## src/rtl/alarm_pkg.sv

```systemverilog
// alarm_pkg: shared definitions for the alarm front-panel logic.
//   - state_t    : button/long-press FSM states.
//   - CLK_FREQ_HZ: board clock, from which default cycle counts are derived.
//   - max_u      : helper used to size shared counters.
package alarm_pkg;

    localparam int unsigned CLK_FREQ_HZ            = 100_000_000;
    localparam int unsigned DEBOUNCE_CYCLES_DEFAULT = CLK_FREQ_HZ / 100; // 10 ms
    localparam int unsigned HOLD_CYCLES_DEFAULT     = CLK_FREQ_HZ * 2;   // 2 s
    localparam int unsigned STRETCH_CYCLES_DEFAULT  = 16;

    typedef enum logic [2:0] {
        IDLE,
        DEBOUNCE,
        HOLD,
        FIRE,
        WAIT_RELEASE
    } state_t;

    function automatic int unsigned max_u(input int unsigned a, input int unsigned b);
        return (a > b) ? a : b;
    endfunction

endpackage

```

## src/rtl/manual_reset_gen_sync2.sv

```systemverilog
// sync2: two-flop synchroniser for a single asynchronous level, with
// asynchronous active-high reset. Reusable for any front-panel button.
//   clk_i : destination clock
//   rst_i : asynchronous reset, active-high (flops clear to 0)
//   d_i   : asynchronous input
//   q_o   : d_i delayed by two clk_i edges
module sync2 (
    input  logic clk_i,
    input  logic rst_i,
    input  logic d_i,
    output logic q_o
);

    logic meta_q;
    logic sync_q;

    always_ff @(posedge clk_i or posedge rst_i) begin
        if (rst_i) begin
            meta_q <= 1'b0;
            sync_q <= 1'b0;
        end else begin
            meta_q <= d_i;
            sync_q <= meta_q;
        end
    end

    assign q_o = sync_q;

endmodule

```

## src/rtl/manual_reset_gen.sv

```systemverilog
// manual_reset_gen: turns the raw "clear day" push-button into a clean,
// single-shot, clock-aligned manual_reset request after a debounced long
// press. Reset by the global reset only (never the combined day reset).
//   clk          : system clock
//   reset        : global reset, asynchronous, active-high
//   btn_raw      : raw push-button, asynchronous to clk, active-high
//   manual_reset : registered reset request to the day-reset combiner
//   btn_level    : debounced button level
//   hold_active  : high while a long press is being timed
// Build option: define MANUAL_RESET_STRETCH_EN to hold manual_reset for
// STRETCH_CYCLES cycles; otherwise the pulse is one cycle wide.
module manual_reset_gen
    import alarm_pkg::*;
#(
    parameter int unsigned DEBOUNCE_CYCLES = DEBOUNCE_CYCLES_DEFAULT,
    parameter int unsigned HOLD_CYCLES     = HOLD_CYCLES_DEFAULT,
    parameter int unsigned STRETCH_CYCLES  = STRETCH_CYCLES_DEFAULT
) (
    input  logic clk,
    input  logic reset,
    input  logic btn_raw,
    output logic manual_reset,
    output logic btn_level,
    output logic hold_active
);

    if (DEBOUNCE_CYCLES < 2) begin : g_bad_debounce
        $error("DEBOUNCE_CYCLES must be at least 2");
    end
    if (HOLD_CYCLES < 2) begin : g_bad_hold
        $error("HOLD_CYCLES must be at least 2");
    end
    if (STRETCH_CYCLES < 1) begin : g_bad_stretch
        $error("STRETCH_CYCLES must be at least 1");
    end

    localparam int unsigned CNT_MAX = max_u(DEBOUNCE_CYCLES, HOLD_CYCLES);
    localparam int unsigned CNT_W   = (CNT_MAX > 1) ? $clog2(CNT_MAX) : 1;
    typedef logic [CNT_W-1:0] cnt_t;

    localparam cnt_t DEB_LAST  = cnt_t'(DEBOUNCE_CYCLES - 1);
    localparam cnt_t HOLD_LAST = cnt_t'(HOLD_CYCLES - 1);

    logic   btn_sync;
    state_t state_q, state_d;
    cnt_t   cnt_q, cnt_d;
    logic   level_q, level_d;
    logic   hold_q, hold_d;
    logic   mr_q, mr_d;

    sync2 u_sync (
        .clk_i (clk),
        .rst_i (reset),
        .d_i   (btn_raw),
        .q_o   (btn_sync)
    );

`ifdef MANUAL_RESET_STRETCH_EN
    localparam int unsigned SCNT_W = (STRETCH_CYCLES > 1) ? $clog2(STRETCH_CYCLES) : 1;
    typedef logic [SCNT_W-1:0] scnt_t;
    localparam scnt_t STRETCH_LAST = scnt_t'(STRETCH_CYCLES - 1);
    scnt_t scnt_q, scnt_d;
`endif

    always_comb begin
        state_d = state_q;
        cnt_d   = cnt_q;
        level_d = level_q;
        hold_d  = hold_q;
        mr_d    = mr_q;
`ifdef MANUAL_RESET_STRETCH_EN
        scnt_d  = scnt_q;
`endif
        unique case (state_q)
            IDLE: begin
                if (btn_sync) begin
                    state_d = DEBOUNCE;
                    cnt_d   = '0;
                end
            end
            DEBOUNCE: begin
                if (!btn_sync) begin
                    state_d = IDLE;
                    cnt_d   = '0;
                end else if (cnt_q == DEB_LAST) begin
                    state_d = HOLD;
                    cnt_d   = '0;
                    level_d = 1'b1;
                    hold_d  = 1'b1;
                end else begin
                    cnt_d = cnt_q + 1'b1;
                end
            end
            HOLD: begin
                if (!btn_sync) begin
                    state_d = IDLE;
                    cnt_d   = '0;
                    level_d = 1'b0;
                    hold_d  = 1'b0;
                end else if (cnt_q == HOLD_LAST) begin
                    // Output goes high on the same edge FIRE is entered.
                    state_d = FIRE;
                    cnt_d   = '0;
                    hold_d  = 1'b0;
                    mr_d    = 1'b1;
`ifdef MANUAL_RESET_STRETCH_EN
                    scnt_d  = '0;
`endif
                end else begin
                    cnt_d = cnt_q + 1'b1;
                end
            end
            FIRE: begin
`ifdef MANUAL_RESET_STRETCH_EN
                // Button state is ignored here; only reset cuts the pulse.
                if (scnt_q == STRETCH_LAST) begin
                    state_d = WAIT_RELEASE;
                    mr_d    = 1'b0;
                end else begin
                    scnt_d = scnt_q + 1'b1;
                end
`else
                state_d = WAIT_RELEASE;
                mr_d    = 1'b0;
`endif
            end
            WAIT_RELEASE: begin
                if (btn_sync) begin
                    cnt_d = '0;
                end else if (cnt_q == DEB_LAST) begin
                    state_d = IDLE;
                    cnt_d   = '0;
                    level_d = 1'b0;
                end else begin
                    cnt_d = cnt_q + 1'b1;
                end
            end
            default: begin
                state_d = IDLE;
                cnt_d   = '0;
                level_d = 1'b0;
                hold_d  = 1'b0;
                mr_d    = 1'b0;
            end
        endcase
    end

    always_ff @(posedge clk or posedge reset) begin
        if (reset) begin
            state_q <= IDLE;
            cnt_q   <= '0;
            level_q <= 1'b0;
            hold_q  <= 1'b0;
            mr_q    <= 1'b0;
`ifdef MANUAL_RESET_STRETCH_EN
            scnt_q  <= '0;
`endif
        end else begin
            state_q <= state_d;
            cnt_q   <= cnt_d;
            level_q <= level_d;
            hold_q  <= hold_d;
            mr_q    <= mr_d;
`ifdef MANUAL_RESET_STRETCH_EN
            scnt_q  <= scnt_d;
`endif
        end
    end

    assign manual_reset = mr_q;
    assign btn_level    = level_q;
    assign hold_active  = hold_q;

endmodule

```

## config.mk

```make
export PLATFORM = sky130hd
export DESIGN_NAME = manual_reset_gen
export DESIGN_NICKNAME = d
export VERILOG_FILES = /design/src/rtl/alarm_pkg.sv /design/src/rtl/manual_reset_gen_sync2.sv /design/src/rtl/manual_reset_gen.sv
export SDC_FILE = /design/constraint.sdc
export NUM_CORES = 1
export LEC_CHECK = 0
export CORE_UTILIZATION = 60
export CTS_CLUSTER_SIZE = 24
export DETAILED_ROUTE_END_ITERATION = 12
export GPL_ROUTABILITY_DRIVEN = 0
export PLACE_DENSITY = 0.86
export SYNTH_ARGS = -nofsm -noshare
export SYNTH_HDL_FRONTEND = slang
export SYNTH_SLANG_ARGS = --single-unit
export TNS_END_PERCENT = 30
```

## constraint.sdc

```tcl
create_clock -name clk -period 3.2 [get_ports clk]
set_clock_uncertainty 0.1 [all_clocks]
set_input_delay 0.64 -clock clk [delete_from_list [all_inputs] [get_ports clk]]
set_output_delay 0.64 -clock clk [all_outputs]
set_load 0.02 [all_outputs]
```

==> Word-level counts from Yosys, hierarchy flattened <==
Index checks and enable logic that the tools add are counted.
{ "op_classes": {"n_addsub": 1, "n_reduce_logical": 9, "bitwise": 4, "mux": 27, "eq_ne": 16} }
{ "ops": {"columns": ["operator", "count"], "rows": [
  ["2-to-1 mux 28 bit", 6],
  ["case mux 28 bit (5 select lines)", 1],
  ["adder 28 x 1 -> 28 bit (second input constant)", 1],
  ["== test 28 x 20 -> 1 bit (second input constant)", 1],
  ["== test 28 bit (second input constant)", 1],
  ["2-to-1 mux 3 bit", 7],
  ["case mux 3 bit (5 select lines)", 1],
  ["inequality test 2 bit (second input constant)", 5],
  ["2-to-1 mux 1 bit", 9],
  ["== test 3 x 2 -> 1 bit (second input constant)", 2],
  ["inequality test 2 x 1 -> 1 bit (second input constant)", 3],
  ["inequality test 3 bit (second input constant)", 2],
  ["AND reduction 6 bit", 1],
  ["OR reduction 3 bit", 2],
  ["AND reduction 5 bit", 1],
  ["NOT 1 bit", 4],
  ["case mux 1 bit (4 select lines)", 1],
  ["AND reduction 4 bit", 1],
  ["== test 3 x 1 -> 1 bit (second input constant)", 1],
  ["== test 3 bit (second input constant)", 1],
  ["zero test 3 bit", 1],
  ["case mux 1 bit (3 select lines)", 1],
  ["AND reduction 3 bit", 1],
  ["case mux 1 bit (2 select lines)", 1],
  ["2 further kinds", 2]
]} }
{ "word_totals": {"regBits": 36, "in_bits": 3, "output_inout_bits": 3, "wordCells": 64} }

==> Depth between registers and ports, before layout <==
Gate-level depths: netlist of the first run.
{ "depth": {"depth_word": 4, "depth_mapped": 7, "mapped_depth_nobuf": 6} }

==> Cells and area by module <==
Synthesis of the first run repeated with hierarchy kept, for this count alone.
{ "unflattened": {"hier_cells": 217, "area_unflattened_um2": 2059.5} }
{ "modules_own_cells": {"columns": ["module", "area_each_um2", "cells_each", "seq_area_each_um2", "instances"], "rows": [
  ["manual_reset_gen", 2005.7, 214, 850.8, 1],
  ["sync2", 53.8, 3, 50.0, 1]
]} }

==> Least setup slack after synthesis of the first run <==
No wires, ideal clock.
{ "synth_timing": {"kind": "register to register", "start": "register cnt_q[10]", "end": "register cnt_q[8]", "synth_period_minus_slack_ps": 2658, "path_stages_with_launch": 7, "setup_ps": 119, "path_buffers": 1, "setup_slack_ps": 542, "arrival_time_ps": 2440, "t_required_ps": 2981, "path_cell_list": "dfrtp_1 > or4_4 > or4_4 > or3_4 > a211oi_4 > buf_6 > nor2_1"} }
{ "synth_via": {"elab_chain_cells": 4, "elab_cells_between_ends": 8, "classes_between": "eq/ne (2); mux (6)"} }
{ "synth_rtl": {"columns": ["item", "line", "rtl"], "rows": [
  ["start: declaration", "manual_reset_gen.sv:46", "cnt_t cnt_q, cnt_d;"],
  ["start signal: assignment", "manual_reset_gen.sv:160", "cnt_q <= cnt_d;"],
  ["== test 28 x 20 -> 1 bit / == test 28 bit (equally long branches)", "manual_reset_gen.sv:85, manual_reset_gen.sv:130, manual_reset_gen.sv:100", null],
  ["2-to-1 mux 28 bit (on tied branches)", "manual_reset_gen.sv:85, manual_reset_gen.sv:130, manual_reset_gen.sv:100", null],
  ["2-to-1 mux 28 bit (on tied branches)", "manual_reset_gen.sv:128, manual_reset_gen.sv:82, manual_reset_gen.sv:95", null],
  ["case mux 28 bit (5 select lines) *", "manual_reset_gen.sv:74", "unique case (state_q)"]
]} }
Mark *: on every way between the ends. The rest lies on a longest branch, timed or not.
A chain may end at the register's enable or synchronous reset.

==> Worst setup path in the final report of the first run <==
{ "layout_timing": {"start": "register cnt_q[10]", "end": "register cnt_q[14]"} }
{ "layout_via": {"elab_chain_cells": 4, "elab_cells_between_ends": 9, "classes_between": "add/sub (1); eq/ne (2); mux (6)"} }
{ "layout_rtl": {"columns": ["item", "line"], "rows": [
  ["adder 28 x 1 -> 28 bit, or another cell as far along", "manual_reset_gen.sv:91, manual_reset_gen.sv:110, manual_reset_gen.sv:135"],
  ["2-to-1 mux 28 bit (on tied branches)", "manual_reset_gen.sv:85, manual_reset_gen.sv:130, manual_reset_gen.sv:100"],
  ["2-to-1 mux 28 bit (on tied branches)", "manual_reset_gen.sv:128, manual_reset_gen.sv:82, manual_reset_gen.sv:95"],
  ["case mux 28 bit (5 select lines) *", "manual_reset_gen.sv:74"]
]} }
Marks and branches as above.

==> flow_summary.ini, run 1 <==
[placement]
numPortBuffers = 5
hpwl_um = 2760
dp_slack_ns = 0.529
place_area_mm2 = 0.00206

[detailed_routing]
vias = 1575
routedWlPerCell_um = 14.5
routed_wl_um = 3870
drt-initial-drc-count = 64
drc_errors = 0
vias_per_cell = 5.90
drtPass1Iterations = 4
ant_nets = 0

[floorplanning]
rows = 20
die_w_um = 59.1
core_area_mm2 = 0.00308
start_util_pct = 63.7
dieArea_mm2 = 0.00350
ios = 6
fp.dieH_um = 59.1

[power_and_ir_drop]
p_leak_nw = 0.838
ir_drop_mv = 0.234
power_density_mw_per_mm2 = 359

[outcome]
status = complete, no violations

[final_layout]
drive_gt1_share_pct = 7.62
final_nets = 226
n_antenna_cell = 0
syn_to_final_growth_pct = 8.17
design_area_mm2 = 0.00212
final_util_pct = 68.9

[sta]
tightest_slew_ns = 0.828
hold_ws_ns = 0.288
fmax_ghz = 0.369
post-route-period-util_pct = 84.7
setup_tns_ns = 0
drv_slew = 0
setup_viol = 0
setup_ws_ns = 0.489
fin_crit_ns = 2.71
rsz0062_at_grt = false
finalHoldViolations = 0
relSlewSlack_pct = 44.3

[clock_network]
htreeDepth = 2
cts_root_buf = clkbuf_4
cts_max_path_buffers = 2
cts_sinks = 36
cts_setup_buffers = 0
postCtsResizedCells = 0
clock_latency_ns = 0.35
cts_tree = yes
clk_pin_slew_worst_paths_ns = 0.11
cts-hold-fix-buffers = 0
cts_buffers = 5

[synth]
synth_cells = 212
synth_nets = 216
yosys.area.top_type = dfrtp_1
synth_cell_types = 38
synthTopCellsByArea = dfrtp_1 (46%), nor2_1 (5.7%), xnor2_1 (4.9%)
yosysSeqAreaShare_pct = 46.0
synth_top_area_share_pct = 46.0
synthFlopType = dfrtp_1
async_flop_share_pct = 100
yosys-top-cells-count = dfrtp_1 (36), nor2_1 (30), nand2_1 (15)
yosysWarnings = 0
synth_area_mm2 = 0.00196
syn_avg_cell_area_um2 = 9.24
synth_edf_count = 0
yosys.cell_count.top_type = dfrtp_1
ys_ff_latch = 36

[worst_setup_path]
cpMostUsedCell = or4_4
worstPathRequired_ns = 3.33
rr_endpoint = cnt_q[14]
slowest_delay_ns = 0.56
crit_start = cnt_q[10]
endpoint_kind = flip-flop
arrival_ns = 2.85
ff2ff_setup_slack_ns = 0.49
worstReg2RegStart = cnt_q[10]
path_buf_inv = 1
critPathLaunchType = flip-flop
cp-endpoint = cnt_q[14]
critical_path_class = flip-flop to flip-flop
reg2reg_depth = 6
cp_max_fo = 15
path_cells = or4_4 -> or4_4 -> or3_4 -> a211oi_4 -> buf_4 -> nor2_1
cp_top_family = simple AND/OR/NAND/NOR gates
cp.depth = 6
cp_slowest_cell = or4_4

[global_routing]
grt_pass1_wl_um = 6670
grt_overflow = 0
antenna_found_initial = 0
grt_max_degree = 37
grt_pass1_vias = 1430
globalRouteTotalUtil_pct = 26.3

[run]
max-cap-violations = 0

[hold_path]
worstHoldPathType = flip-flop to flip-flop
-- state kept, by name, indices dropped and copies added, names as in the netlist --
signal	flops
u_sync.q_o	1
state_q	3
hold_active	1
manual_reset	1
u_sync.meta_q	1
btn_level	1
cnt_q	28
-- cell type report --
| class | count | area, um^2 |
|---|---|---|
| Multi-Input combinational cell | 163 | 995 |
| Tap cell | 44 | 55.1 |
| Fill cell | 240 | 958 |
| Inverter | 6 | 22.5 |
| Sequential cell | 36 | 901 |
| Timing Repair Buffer | 10 | 87.6 |
| Clock buffer | 8 | 58.8 |
-- cells by family (layout without fill, tap and decap cells) --
| kind of cell | count (synthesis) | after routing | share of synthesized area, % |
|---|---|---|---|
| AO/OA/AOI/OAI | 25 | 25 | 8.24 |
| XOR/XNOR | 22 | 22 | 9.83 |
| adder cells (fa/ha/maj) | 1 | 1 | 0.638 |
| buffers and inverters | 13 | 24 | 3.26 |
| flip-flops | 36 | 36 | 46.0 |
| multiplexers | 2 | 2 | 1.02 |
| AND/OR/NAND/NOR | 113 | 113 | 31.0 |
-- worst min path at each step --
stage | startpoint | to | slack, ns | cells after the start
3_3_place_gp | u_sync.meta_q | u_sync.q_o | 0.24 | 0
6_report | u_sync.meta_q | u_sync.q_o | 0.29 | 0
3_5_place_dp | u_sync.meta_q | u_sync.q_o | 0.27 | 0
5_1_grt | u_sync.meta_q | u_sync.q_o | 0.31 | 0
4_1_cts | u_sync.meta_q | u_sync.q_o | 0.29 | 0
2_1_floorplan | u_sync.meta_q | u_sync.q_o | 0.23 | 0
-- routing by layer --
| metal | track usage (%) | part of all wire, % | vias to the layer above |
|---|---|---|---|
| li1 | - | - | 776 |
| met1 | 36.2 | 47 | 736 |
| met2 | 39.4 | 44 | 53 |
| met3 | 6.99 | 5.6 | 10 |
| met4 | 11.2 | 2.6 | 0 |
| met5 | 0 | 0 | - |
-- per-stage QoR --
stage               std cells  power (mW)
floorplan                 212       0.503
global placement          259       0.512
detailed placement        259       0.514
CTS                       267       0.771
global route              267       0.791
finish                    267       0.761
-- cell usage in the layout (no fill, tap or decap), drive strengths merged, types with 5 or more instances in the layout --
master,instances
a21oi,7
buf,5
clkbuf,8
clkdlybuf4s50,5
dfrtp,36
inv,6
nand2,15
nand3,9
nand4,13
nor2,30
nor2b,5
nor3,7
nor4,11
o21ai,8
xnor2,11
xor2,11
-- power breakdown --
| part | internal [mW] | leakage, nW | switching, mW | total (mW) |
|---|---|---|---|---|
| Clock | 0.108 | 0.0326 | 0.148 | 0.257 |
| Sequential | 0.459 | 0.495 | 0.00517 | 0.464 |
| Combinational | 0.0133 | 0.311 | 0.0272 | 0.0405 |
| Total | 0.580 | 0.838 | 0.181 | 0.761 |
(Power assumes the default switching activity.)
==> run 2: changes to the inputs <==
- clock period: 3.2 -> 2.8 ns (I/O delays scaled with it)
==> run 2 against run 1 <==
Net effect: largest cell class unchanged; count of clock-buffer cells in the layout stayed put; sequential power grew 14%; combinational power is 16% higher; register-to-register slack got worse by 0.33 ns; critical path depth unchanged; non-clock buffer count increased by 3; global-route usage rose by 0.32 points; largest power group unchanged.
==> flow_summary.ini, run 2 (synthesized netlist as in run 1, its figures left out) <==
[worst_setup_path]
worstPathRequired_ns = 2.93
endpoint_kind = flip-flop
critical_path_class = flip-flop to flip-flop
arrival_ns = 2.77
cp_max_fo = 15
critPathLaunchType = flip-flop

[detailed_routing]
routed_wl_um = 3980
drtPass1Iterations = 4
drt-initial-drc-count = 98
vias = 1601
ant_nets = 0
routedWlPerCell_um = 14.7
vias_per_cell = 5.93
drc_errors = 0

[floorplanning]
ios = 6
dieArea_mm2 = 0.00350
die_w_um = 59.1
start_util_pct = 63.7
rows = 20
fp.dieH_um = 59.1
core_area_mm2 = 0.00308

[global_routing]
grt_overflow = 0
grt_pass1_vias = 1508
antenna_found_initial = 0
grt_max_degree = 37
globalRouteTotalUtil_pct = 26.7
grt_pass1_wl_um = 6980

[power_and_ir_drop]
ir_drop_mv = 0.317
swShare_pct = 23.6
intPower_mw = 0.663
power_switching_mw = 0.205
comb_power_share_pct = 5.4
total_power_mw = 0.869
clkPwrFrac_pct = 33.6
p_leak_nw = 0.854
seqPwrFrac_pct = 61.0
power_density_mw_per_mm2 = 406

[final_layout]
final_util_pct = 69.6
layout_common_cells = dfrtp_1 (36), nor2_1 (30), nand2_1 (15)
n_antenna_cell = 0
largest_reg_flops = 28
layout.cells.most_common = dfrtp_1
drive_gt1_share_pct = 8.85
syn_to_final_growth_pct = 9.32
regMostFlops = cnt_q
final_cells = 270
reg_top3 = cnt_q x28, state_q x3
design_area_mm2 = 0.00214
final_nets = 229

[placement]
place_area_mm2 = 0.00208
hpwl_um = 2870
placed_cells = 262
numPortBuffers = 5
dp_slack_ns = 0.177

[clock_network]
cts_sinks = 36
cts_buffers = 5
cts-hold-fix-buffers = 0
clock_latency_ns = 0.34
clk_pin_slew_worst_paths_ns = 0.11
htreeDepth = 2
postCtsResizedCells = 0
cts_root_buf = clkbuf_4
cts_setup_buffers = 0
cts_max_path_buffers = 2
cts_tree = yes

[sta]
hold_ws_ns = 0.263
tightest_slew_ns = 0.602
finalHoldViolations = 0
setup_viol = 0
relSlewSlack_pct = 59.5
fmax_ghz = 0.379
post-route-period-util_pct = 94.3
rsz0062_at_grt = false
drv_slew = 0
fin_crit_ns = 2.64
setup_ws_ns = 0.160
setup_tns_ns = 0

[hold_path]
worstHoldPathType = flip-flop to flip-flop

[run]
max-cap-violations = 0

[outcome]
status = complete, no violations
-- run 2: changes by cell type in the layout (fill, tap and decap cells not counted) --
| cell | before | now |
|---|---|---|
| buf_4 | 5 | 8 |
-- run 2: layout make-up --
type / instances / area, um^2
clock buffer: 8 / 58.8
multi-input combinational: 163 / 995
fill: 248 / 936
timing repair buffer: 13 / 110
sequential: 36 / 901
tap: 44 / 55.1
inverter: 6 / 22.5
-- run 2: critical path, cell delays in order (launching register included) --
cell      delay [ns]
dfrtp_1         0.40
or4_4           0.54
or4_4           0.50
or3_4           0.44
a211oi_4        0.24
buf_4           0.25
nor2_1          0.07
-- run 2: power by group through the flow --
| stage | registers, mW | clock network, mW | logic (mW) |
|---|---|---|---|
| after global placement | 0.540 | 0 | 0.0462 |
| after global routing | 0.531 | 0.322 | 0.0545 |
| after floorplan | 0.537 | 0 | 0.0386 |
| final | 0.530 | 0.291 | 0.0471 |
| after CTS | 0.530 | 0.302 | 0.0480 |
| after detailed placement | 0.540 | 0 | 0.0475 |
-- run 2: routing by layer --
layer  share of wire (%)  global-route usage, %  wire length [um]
met1                  47                   38.4              1850
met2                  46                   40.1              1810
met3                 7.2                   6.99               286
met4                0.68                   6.80                27
met5                   0                      0                 0
-- run 2: worst paths after layout --
| check | end | slack, ns | startpoint | cells past startpoint |
|---|---|---|---|---|
| setup / recovery | cnt_q[14] | 0.16 | cnt_q[10] | 6 |
| setup reg to reg | cnt_q[14] | 0.16 | cnt_q[10] | 6 |
| hold reg to reg | u_sync.q_o | 0.26 | u_sync.meta_q | 0 |
| hold / removal | u_sync.q_o | 0.26 | u_sync.meta_q | 0 |
| min in group asynchronous | manual_reset | 0.51 | reset | 3 |
| max in group asynchronous | cnt_q[6] | 1.78 | reset | 3 |
==> run 3: changes to the inputs <==
- GPL_ROUTABILITY_DRIVEN: 0 -> unset
- REMOVE_ABC_BUFFERS: unset -> 1
==> run 3 against run 2 <==
Net effect: first-iteration DRC count is 21% higher; worst hold slack worse by 0.0025 ns; setup slack worse by 0.013 ns; power is 0.11% higher; routed wire length is 1.8% higher; global-route usage is 0.53 points higher; register-to-register slack hardly changed; clock power hardly changed; maximum frequency is 0.50% lower; count of clock-buffer cells in the layout stayed put; critical path depth stayed put; critical path type unchanged; critical endpoint is now cnt_q[11].
==> flow_summary.ini, run 3 (synthesized netlist as in run 1, its figures left out) <==
[final_layout]
syn_to_final_growth_pct = 9.20
n_antenna_cell = 0
layout.cells.most_common = dfrtp_1
final_cells = 268
final_util_pct = 69.5
drive_gt1_share_pct = 8.04
design_area_mm2 = 0.00214
layout_common_cells = dfrtp_1 (36), nor2_1 (30), nand2_1 (15)
regMostFlops = cnt_q
largest_reg_flops = 28
final_nets = 227
reg_top3 = cnt_q x28, state_q x3

[power_and_ir_drop]
swShare_pct = 23.6
p_leak_nw = 0.849
intPower_mw = 0.665
power_switching_mw = 0.205
clkPwrFrac_pct = 33.6
seqPwrFrac_pct = 61.0
ir_drop_mv = 0.267
total_power_mw = 0.870
comb_power_share_pct = 5.4
power_density_mw_per_mm2 = 406

[detailed_routing]
drtPass1Iterations = 5
ant_nets = 0
drt-initial-drc-count = 119
vias_per_cell = 6.05
routedWlPerCell_um = 15.1
vias = 1621
routed_wl_um = 4050
drc_errors = 0

[sta]
fmax_ghz = 0.377
finalHoldViolations = 0
hold_ws_ns = 0.261
fin_crit_ns = 2.65
setup_viol = 0
drv_slew = 0
rsz0062_at_grt = false
post-route-period-util_pct = 94.8
tightest_slew_ns = 0.552
relSlewSlack_pct = 62.9

[placement]
numPortBuffers = 5
placed_cells = 260
gp_congestion = 0.859
place_area_mm2 = 0.00208
hpwl_um = 2770

[floorplanning]
die_w_um = 59.1
dieArea_mm2 = 0.00350
start_util_pct = 63.7
rows = 20
core_area_mm2 = 0.00308
ios = 6
fp.dieH_um = 59.1

[global_routing]
grt_pass1_wl_um = 6920
grt_overflow = 0
antenna_found_initial = 0
globalRouteTotalUtil_pct = 27.2
grt_pass1_vias = 1460
grt_max_degree = 37

[clock_network]
cts_tree = yes
postCtsResizedCells = 0
cts_setup_buffers = 0
cts_max_path_buffers = 2
clk_pin_slew_worst_paths_ns = 0.09
clock_latency_ns = 0.35
htreeDepth = 2
cts-hold-fix-buffers = 0
cts_buffers = 5
cts_sinks = 36
cts_root_buf = clkbuf_4

[worst_setup_path]
critical_path_class = flip-flop to flip-flop
cpMostUsedCell = or4_4
arrival_ns = 2.79
endpoint_kind = flip-flop
reg2reg_depth = 6
cp_slowest_cell = or4_4
slowest_delay_ns = 0.54
worstPathRequired_ns = 2.94
path_cells = or4_4 -> or4_4 -> or3_4 -> a211oi_4 -> buf_12 -> nor2_1
cp.depth = 6
cp_top_family = simple AND/OR/NAND/NOR gates
cp_max_fo = 26
path_buf_inv = 1
critPathLaunchType = flip-flop

[run]
max-cap-violations = 0

[hold_path]
worstHoldPathType = flip-flop to flip-flop
holdPathStages = 0

[outcome]
status = complete, no violations
-- run 3: worst reg2reg max path: stages, from the launching register on --
cell,delay [ns]
dfrtp_1,0.45
or4_4,0.54
or4_4,0.50
or3_4,0.44
a211oi_4,0.25
buf_12,0.20
nor2_1,0.07
-- run 3: path summary, 6_finish.rpt --
kind	from	to	slack (ns)
setup / recovery	cnt_q[11]	cnt_q[11]	0.15
hold / removal	u_sync.meta_q	u_sync.q_o	0.26
setup reg to reg	cnt_q[11]	cnt_q[11]	0.15
hold reg to reg	u_sync.meta_q	u_sync.q_o	0.26
max in group asynchronous	reset	cnt_q[19]	1.78
min in group asynchronous	reset	cnt_q[2]	0.50
-- run 3: area by class of cell --
type / instances / area, um^2
tap: 44 / 55.1
multi-input combinational: 163 / 995
timing repair buffer: 11 / 108
inverter: 6 / 22.5
sequential: 36 / 901
clock buffer: 8 / 58.8
fill: 234 / 938
-- run 3: power groups by stage --
| stage | sequential, mW | combinational [mW] | clock, mW |
|---|---|---|---|
| finish | 0.530 | 0.0471 | 0.292 |
| global route | 0.531 | 0.0535 | 0.323 |
| CTS | 0.530 | 0.0481 | 0.295 |
| detailed placement | 0.540 | 0.0478 | 0 |
| global placement | 0.540 | 0.0473 | 0 |
| floorplan | 0.539 | 0.0305 | 0 |
-- run 3: per-layer routing --
metal  vias up  part of all wire (%)  global-route usage (%)
li1        780                     -                       -
met1       794                    46                    38.8
met2        40                    47                    39.1
met3         7                   5.5                    8.52
met4         0                   1.6                    9.52
met5         -                     0                       0
-- run 3: metrics by stage --
stage | setup WS (ns) | setup TNS, ns
2_1_floorplan | -0.0876 | -1.41
4_1_cts | 0.157 | 0
6_report | 0.147 | 0
5_1_grt | 0.0767 | 0
3_3_place_gp | 0.207 | 0
3_5_place_dp | 0.166 | 0
